File: src/rtl/multi_car_racer.sv
// Multi-car racing game: paddle-steered player, bouncing enemy cars,
// scrolling track, distance score and a PLAY/CRASH/OVER game FSM.
module multi_car_racer #(
  parameter int NUM_ENEMIES  = 2,
  parameter int CRASH_FRAMES = 60,
  parameter int START_LIVES  = 3
) (
  input  logic        clk,
  input  logic        reset,
  input  logic [8:0]  hpos,
  input  logic [8:0]  vpos,
  input  logic        display_on,
  input  logic        line_tick,
  input  logic        frame_tick,
  input  logic        hpaddle,
  input  logic        vpaddle,
  output logic [2:0]  rgb,
  output logic [15:0] score,
  output logic [1:0]  lives,
  output logic        game_over
);

  typedef enum logic [1:0] {
    PLAY,
    CRASH,
    OVER
  } state_t;

  localparam logic [7:0] LAST_CRASH = 8'(CRASH_FRAMES - 1);
  localparam logic [7:0] PLAYER_Y   = 8'd180;

  state_t      state;
  logic [7:0]  paddle_x;
  logic [7:0]  paddle_y;
  logic [7:0]  player_x;
  logic [7:0]  speed;
  logic [7:0]  crash_cnt;
  logic [15:0] track_pos;
  logic        collide;

  logic [7:0]  ex [NUM_ENEMIES];
  logic [7:0]  ey [NUM_ENEMIES];
  logic [NUM_ENEMIES-1:0] ed;

  logic [3:0]  step;
  logic [16:0] score_sum;
  logic [7:0]  target;
  logic [7:0]  px_clamp;

  logic enemy_pix;
  logic player_pix;
  logic offside;
  logic track_pix;
  logic shoulder;
  logic hit;
  logic r, g, b;

  // 9-bit compares so a car near the bottom extends past line 255
  function automatic logic car_pix(
    input logic [8:0] h,
    input logic [8:0] v,
    input logic [7:0] x,
    input logic [7:0] y
  );
    logic [8:0] dx;
    logic [8:0] dy;
    dx = h - {1'b0, x};
    dy = v - {1'b0, y};
    return !h[8] && (h >= {1'b0, x}) && (dx <= 9'd7)
        && (v >= {1'b0, y}) && (dy <= 9'd15);
  endfunction

  assign step      = speed[7:4];
  assign score_sum = {1'b0, score} + 17'(step);
  assign target    = ~paddle_y;

  always_comb begin
    px_clamp = paddle_x;
    if (paddle_x < 8'd64) begin
      px_clamp = 8'd64;
    end else if (paddle_x > 8'd184) begin
      px_clamp = 8'd184;
    end
  end

  always_comb begin
    enemy_pix = 1'b0;
    for (int i = 0; i < NUM_ENEMIES; i++) begin
      enemy_pix = enemy_pix | car_pix(hpos, vpos, ex[i], ey[i]);
    end
  end

  assign player_pix = car_pix(hpos, vpos, player_x, PLAYER_Y)
                   && !(state == CRASH && crash_cnt[2]);
  assign offside    = (hpos[7:5] == 3'd0) || (hpos[7:5] == 3'd7);
  assign track_pix  = !hpos[8] && offside
                   && (vpos[5:1] != track_pos[5:1]);
  assign shoulder   = !hpos[8]
                   && (hpos[7:3] == 5'd3 || hpos[7:3] == 5'd28);
  assign hit        = display_on && player_pix
                   && (enemy_pix || track_pix) && (state == PLAY);

  assign r = player_pix | enemy_pix | shoulder;
  assign g = player_pix | track_pix;
  assign b = enemy_pix | shoulder;

  always_ff @(posedge clk) begin
    if (reset) begin
      paddle_x <= 8'd128;
      paddle_y <= 8'd128;
      collide  <= 1'b0;
      rgb      <= 3'd0;
    end else begin
      if (line_tick) begin
        if (!hpaddle) paddle_x <= vpos[7:0];
        if (!vpaddle) paddle_y <= vpos[7:0];
      end
      // a hit landing on the frame edge belongs to the next frame
      collide <= frame_tick ? hit : (collide | hit);
      rgb     <= {b, g, r} & {3{display_on}};
    end
  end

  always_ff @(posedge clk) begin
    if (reset) begin
      state     <= PLAY;
      lives     <= 2'(START_LIVES);
      score     <= 16'd0;
      track_pos <= 16'd0;
      speed     <= 8'd31;
      crash_cnt <= 8'd0;
      player_x  <= 8'd128;
      game_over <= 1'b0;
      for (int i = 0; i < NUM_ENEMIES; i++) begin
        ex[i] <= 8'(64 + 32 * i);
        ey[i] <= 8'(64 * i);
        ed[i] <= (i % 2) == 1;
      end
    end else if (frame_tick) begin
      unique case (state)
        PLAY: begin
          player_x  <= px_clamp;
          track_pos <= track_pos + 16'(step);
          score     <= score_sum[16] ? 16'hFFFF : score_sum[15:0];
          for (int i = 0; i < NUM_ENEMIES; i++) begin
            ey[i] <= ey[i] + 8'(step);
            if (ex[i] == 8'd64 || ex[i] == 8'd192) begin
              ed[i] <= !ed[i];
              ex[i] <= ed[i] ? ex[i] - 8'd1 : ex[i] + 8'd1;
            end else begin
              ex[i] <= ed[i] ? ex[i] + 8'd1 : ex[i] - 8'd1;
            end
          end
          if (collide) begin
            speed     <= 8'd16;
            lives     <= lives - 2'd1;
            crash_cnt <= 8'd0;
            state     <= CRASH;
          end else if (speed < target) begin
            speed <= speed + 8'd1;
          end else if (speed > target) begin
            speed <= speed - 8'd1;
          end
        end
        CRASH: begin
          crash_cnt <= crash_cnt + 8'd1;
          if (crash_cnt == LAST_CRASH) begin
            if (lives != 2'd0) begin
              state <= PLAY;
            end else begin
              state     <= OVER;
              game_over <= 1'b1;
            end
          end
        end
        OVER: begin
          game_over <= 1'b1;
        end
        default: begin
          state <= PLAY;
        end
      endcase
    end
  end

endmodule
File: config.mk
export PLATFORM = sky130hd
export DESIGN_NAME = multi_car_racer
export DESIGN_NICKNAME = d
export VERILOG_FILES = /design/src/rtl/multi_car_racer.sv
export SDC_FILE = /design/constraint.sdc
export NUM_CORES = 1
export LEC_CHECK = 0
export ABC_AREA = 1
export CELL_PAD_IN_SITES_DETAIL_PLACEMENT = 1
export CELL_PAD_IN_SITES_GLOBAL_PLACEMENT = 1
export CORE_UTILIZATION = 44
export DETAILED_ROUTE_END_ITERATION = 10
export PLACE_DENSITY_LB_ADDON = 0.3
export REMOVE_ABC_BUFFERS = 1
export SYNTH_ARGS = -nofsm -noshare
export SYNTH_HDL_FRONTEND = slang
export SYNTH_SLANG_ARGS = --single-unit
File: constraint.sdc
create_clock -name clk -period 3.6 [get_ports clk]
set_clock_uncertainty 0.2 [all_clocks]
set_input_delay 0.72 -clock clk [delete_from_list [all_inputs] [get_ports clk]]
set_output_delay 0.72 -clock clk [all_outputs]
set_load 0.01 [all_outputs]
# Word level (Yosys, flattened, before mapping)
# Memories as Yosys holds them, arrays and structs flattened.
# Cells that the tools add are included.
# totals
reg_bits	83
ram_bits	32
in_bits	25
out_inout_bits	22
word_cells	178
memories	2
# classes
addsub	18
order_cmp	16
n_eq_ne	14
mux	52
n_bitwise	17
n_reduce_logical	45
# mem_list
name	words	width	rd	rd_ports_with_merged_regs	write_ports	line	source
ex	2	8	2	0	2	41	logic [7:0] ex [NUM_ENEMIES];
ey	2	8	2	0	2	42	logic [7:0] ey [NUM_ENEMIES];
# op_table
op	n
$mux 8	16
$ge 9x8->1	5
$sub 9x8->9	5
$add 8x1->8 const B	4
$mux 1	29
$le 9x3->1 const B	3
$le 9x4->1 const B	3
$sub 8x1->8 const B	3
$logic_and 1x1->1	20
$add 16x4->17	1
$add 16x4->16	1
$add 8x4->8	2
$eq 8x7->1 const B	2
$eq 8x8->1 const B	2
$mux 16	1
$pmux 8 s2	1
$reduce_and 3->1	5
$or 1x1->1	12
$ge 9x8->1 const B	1
$sub 9x8->9 const B	1
$eq 8x6->1 const B	1
$gt 8x8->1	1
$gt 8x8->1 const B	1
$lt 8x7->1 const B	1
other kinds (24)	41

# Logic depth before layout (Yosys ltp)
# logic_depth
ltp_word	11
depth_mapped	18

# Worst setup path after synthesis
# OpenSTA, ideal clock, no wires.
# synth_path
path_kind	register -> register
from	register speed[5]
to	register speed[6]
setup_time_ps	132
t_arrival_ps	2420
path_slack_ps	847
stages_incl_launch_ff	14
n_path_buf	0
synth_period_minus_slack_ps	2753
path_cell_list	dfxtp_1 ha_1 nand2_1 a21oi_1 a211oi_1 nand2_1 ha_1 a21oi_1 o21ai_0 a21oi_1 o21bai_1 or2_2 nand3_1 a21oi_1
# synth_between
elab_chain_len	4
# synth_lines
element	line	source
start: declaration	36	logic [7:0] speed;
start signal: assignment	160	speed <= speed + 8'd1;
start signal: assignment	162	speed <= speed - 8'd1;
$sub 8x1->8	162	
$mux 8	161	end else if (speed > target) begin
$mux 8	159	end else if (speed < target) begin
$mux 8	154	if (collide) begin
# Several ways; a longest one is shown, not always the timed one. The select of a mux whose other input is x is not followed.
# A chain may end at the register's enable or synchronous reset.

# Worst setup path in the final report
# layout_path
from	register speed[6]
to	register speed[6]
# The elaborated chain is that of the path after synthesis.

==> results.json <==
{
  "run_status": "complete, no violations",
  "portBuffers": 46,
  "p_switching_mw": 1.68,
  "area_growth_syn_to_layout_pct": 13.3,
  "yosysWarningCount": 0,
  "timing.critical_path.to_type": "register",
  "cell_internal_pwr_mw": 2.58,
  "grt_remaining_overflow": 0,
  "final_critical_path_setup_slack_ns": 0.385,
  "multi_input_area_um2": 5020,
  "ys_ff_latch": 105,
  "final_gp_congestion": 0.876,
  "post_synth_num_cell_types": 49,
  "dr.pass1.iters": 4,
  "worst_hold_check_slack_ns": 0.281,
  "instance_count_of_the_mapped_netlist": 1206,
  "drv_cap": 0,
  "place_ws_ns": 0.251,
  "post_dp_cell_area_um2": 9120,
  "power_frac_seq": 0.351,
  "post-dp-hpwl_mm": 19.4,
  "power.share.clock": 0.246,
  "area.sequential_um2": 2420,
  "fp.coreArea_um2": 18300,
  "worst_min_delay_path_category": "reg2reg",
  "slew_hr": 0.572,
  "crit_required_ns": 3.69,
  "static-leakage-power_nw": 4.47,
  "timing_max_transition_violations_final": 0,
  "clk_transition_reported_paths_ns": 0.07,
  "first_pass_grt_wire_length_mm": 40.5,
  "cp-start-kind": "register",
  "edff_count_synth": 32,
  "vias_per_cell": 5.27,
  "die-area_um2": 19500,
  "synth_area_um2": 8320,
  "drtAntennaViolNets": 0,
  "routed-via-count": 7885,
  "largest_net_degree_at_the_start_of_global_routing": 27,
  "skew_pair_late_insertion_delay_ns": 0.36,
  "worstPathMaxFanout": 9,
  "remaining_drc_errors": 0,
  "cts.repair_timing.setup_buffer_count": 0,
  "combinationalPowerShare": 0.403,
  "avgRoutedWirePerCell_um": 16.4,
  "die_width_um": 140,
  "hold_viol_final": 0,
  "n_fill_cell": 2423,
  "worstMarginPinSlew_ns": 0.642,
  "cts-root-buf": "clkbuf_16",
  "finalCritPeriodShare": 0.893,
  "drt-initial-drc-count": 277,
  "async_reset_ff_frac": 0,
  "switching_share": 0.395,
  "overall_track_demand_over_capacity_in_global_routing": 0.261,
  "fraction_of_layout_cells_with_a_size_suffix_above_1": 0.0410,
  "cp.arrival_ns": 3.31,
  "cts_tree": "built",
  "post-layout-total-power_mw": 4.26,
  "ios": 47,
  "timing.setup.critical_path_class": "reg2reg",
  "setup_viol": 0,
  "dp.cells": 1481,
  "period_needed_ns": 3.22,
  "clock_path_buffers": 2,
  "final_cell_count_no_fill": 1497,
  "ctsHtreeMaxLevel": 3,
  "floorplan.initialDensity": 0.455,
  "synthFlopType": "dfxtp_1",
  "numClockSinks": 105,
  "vertical_die_dimension_um": 140,
  "final_cell_area_um2": 9430,
  "rsz0062_at_grt": "false",
  "sequential_area_share_after_synthesis": 0.291,
  "num_rows": 49,
  "clock.fmax_mhz": 311,
  "layout.nets": 1382,
  "synthesis.area_per_instance_um2": 6.90,
  "ir_drop_worst_vdd_mv": 0.254,
  "tns_ns": 0,
  "antenna_cells_inserted": 0,
  "post-route-util": 0.516,
  "p_per_area_nw_per_um2": 452,
  "ctsHoldBuffers": 0,
  "post_cts_resized": 0,
  "final_routed_wirelength_across_all_metal_layers_mm": 24.6,
  "cts_buffers": 9,
  "antenna_found_initial": 0,
  "grt_pass1_vias": 8211
}
## cell usage in the layout, fill, tap and decap left out, types with 10 or more instances in the layout
cell,n
nor2_1,115
edfxtp_1,32
o21ai_0,61
nand2_1,275
nand3_1,73
o22ai_1,10
xnor2_1,13
nand4_1,19
nor3_1,19
xor2_1,29
dfxtp_1,73
fa_1,10
clkdlybuf4s50_1,46
buf_4,15
a21oi_1,93
inv_1,212
ha_1,84
## critical path, stage by stage, from the launching register on
cell      delay, ns
dfxtp_1        0.55
ha_1           0.31
nand2_1        0.08
a21oi_1        0.04
a211oi_1       0.17
nand2_1        0.28
ha_1           0.48
nand2_1        0.07
o21ai_0        0.30
a21oi_1        0.12
o21bai_1       0.18
or2_2          0.13
nand3_1        0.07
a21oi_1        0.15
## synth_stat cells (5+ instances only)
library cell	n	area share
dfxtp_1	73	0.18
nor2_2	5	0.0038
o31ai_1	5	0.0045
nand2_1	275	0.12
nor2_1	115	0.052
nor3_1	19	0.011
a31oi_1	5	0.0038
fa_1	10	0.024
o22ai_1	10	0.0075
xor2_1	29	0.031
edfxtp_1	32	0.12
nand3_1	73	0.044
inv_1	212	0.096
clkbuf_1	10	0.0045
nand4_1	19	0.014
xnor2_1	13	0.014
ha_1	84	0.13
a21oi_1	93	0.056
o21ai_0	61	0.037
## kinds of logic after synthesis
| kind of cell | share of synthesized area |
|---|---|
| simple gates | 0.271 |
| buf+inv | 0.105 |
| compound gates | 0.138 |
| flops | 0.291 |
| fa+ha+maj | 0.150 |
| xor+xnor | 0.0442 |
## power by group through the flow
stage	sequential, mW	clock (mW)	combinational [mW]
finish	1.50	1.05	1.72
global route	1.51	1.10	1.95
CTS	1.49	1.06	1.72
detailed placement	1.52	0	1.69
global placement	1.51	0	1.63
floorplan	1.49	0	1.20
## worst paths after layout
| check | from | endpoint | slack (ns) | cells past startpoint |
|---|---|---|---|---|
| min reg2reg | paddle_y[7] | paddle_y[7] | 0.28 | 2 |
| min | paddle_y[7] | paddle_y[7] | 0.28 | 2 |
| max | speed[6] | speed[6] | 0.38 | 13 |
| max reg2reg | speed[6] | speed[6] | 0.38 | 13 |
## sequential cells by signal, summed over array words and instances, names as in the netlist, 2 cells and up
name / flops
ex: 16
ey: 16
score: 16
crash_cnt: 8
paddle_x: 8
paddle_y: 8
player_x: 8
speed: 8
track_pos: 6
rgb: 3
ed: 2
lives: 2
state: 2
## cell type report
cell class              count  area share
clock buffers              12      0.0262
clock inverters             4     0.00624
inverters                 217      0.0864
multi-input cells         869       0.533
flip-flops and latches    105       0.257
well taps                 229      0.0304
repair buffers             61      0.0608
## per-layer routing
| layer | routed length [um] | GRT usage | share of wire |
|---|---|---|---|
| met1 | 11500 | 0.319 | 0.47 |
| met2 | 12300 | 0.483 | 0.50 |
| met3 | 390 | 0.0220 | 0.016 |
| met4 | 371 | 0.0749 | 0.015 |
| met5 | 0 | 0 | 0 |
(Power assumes the default switching activity.)
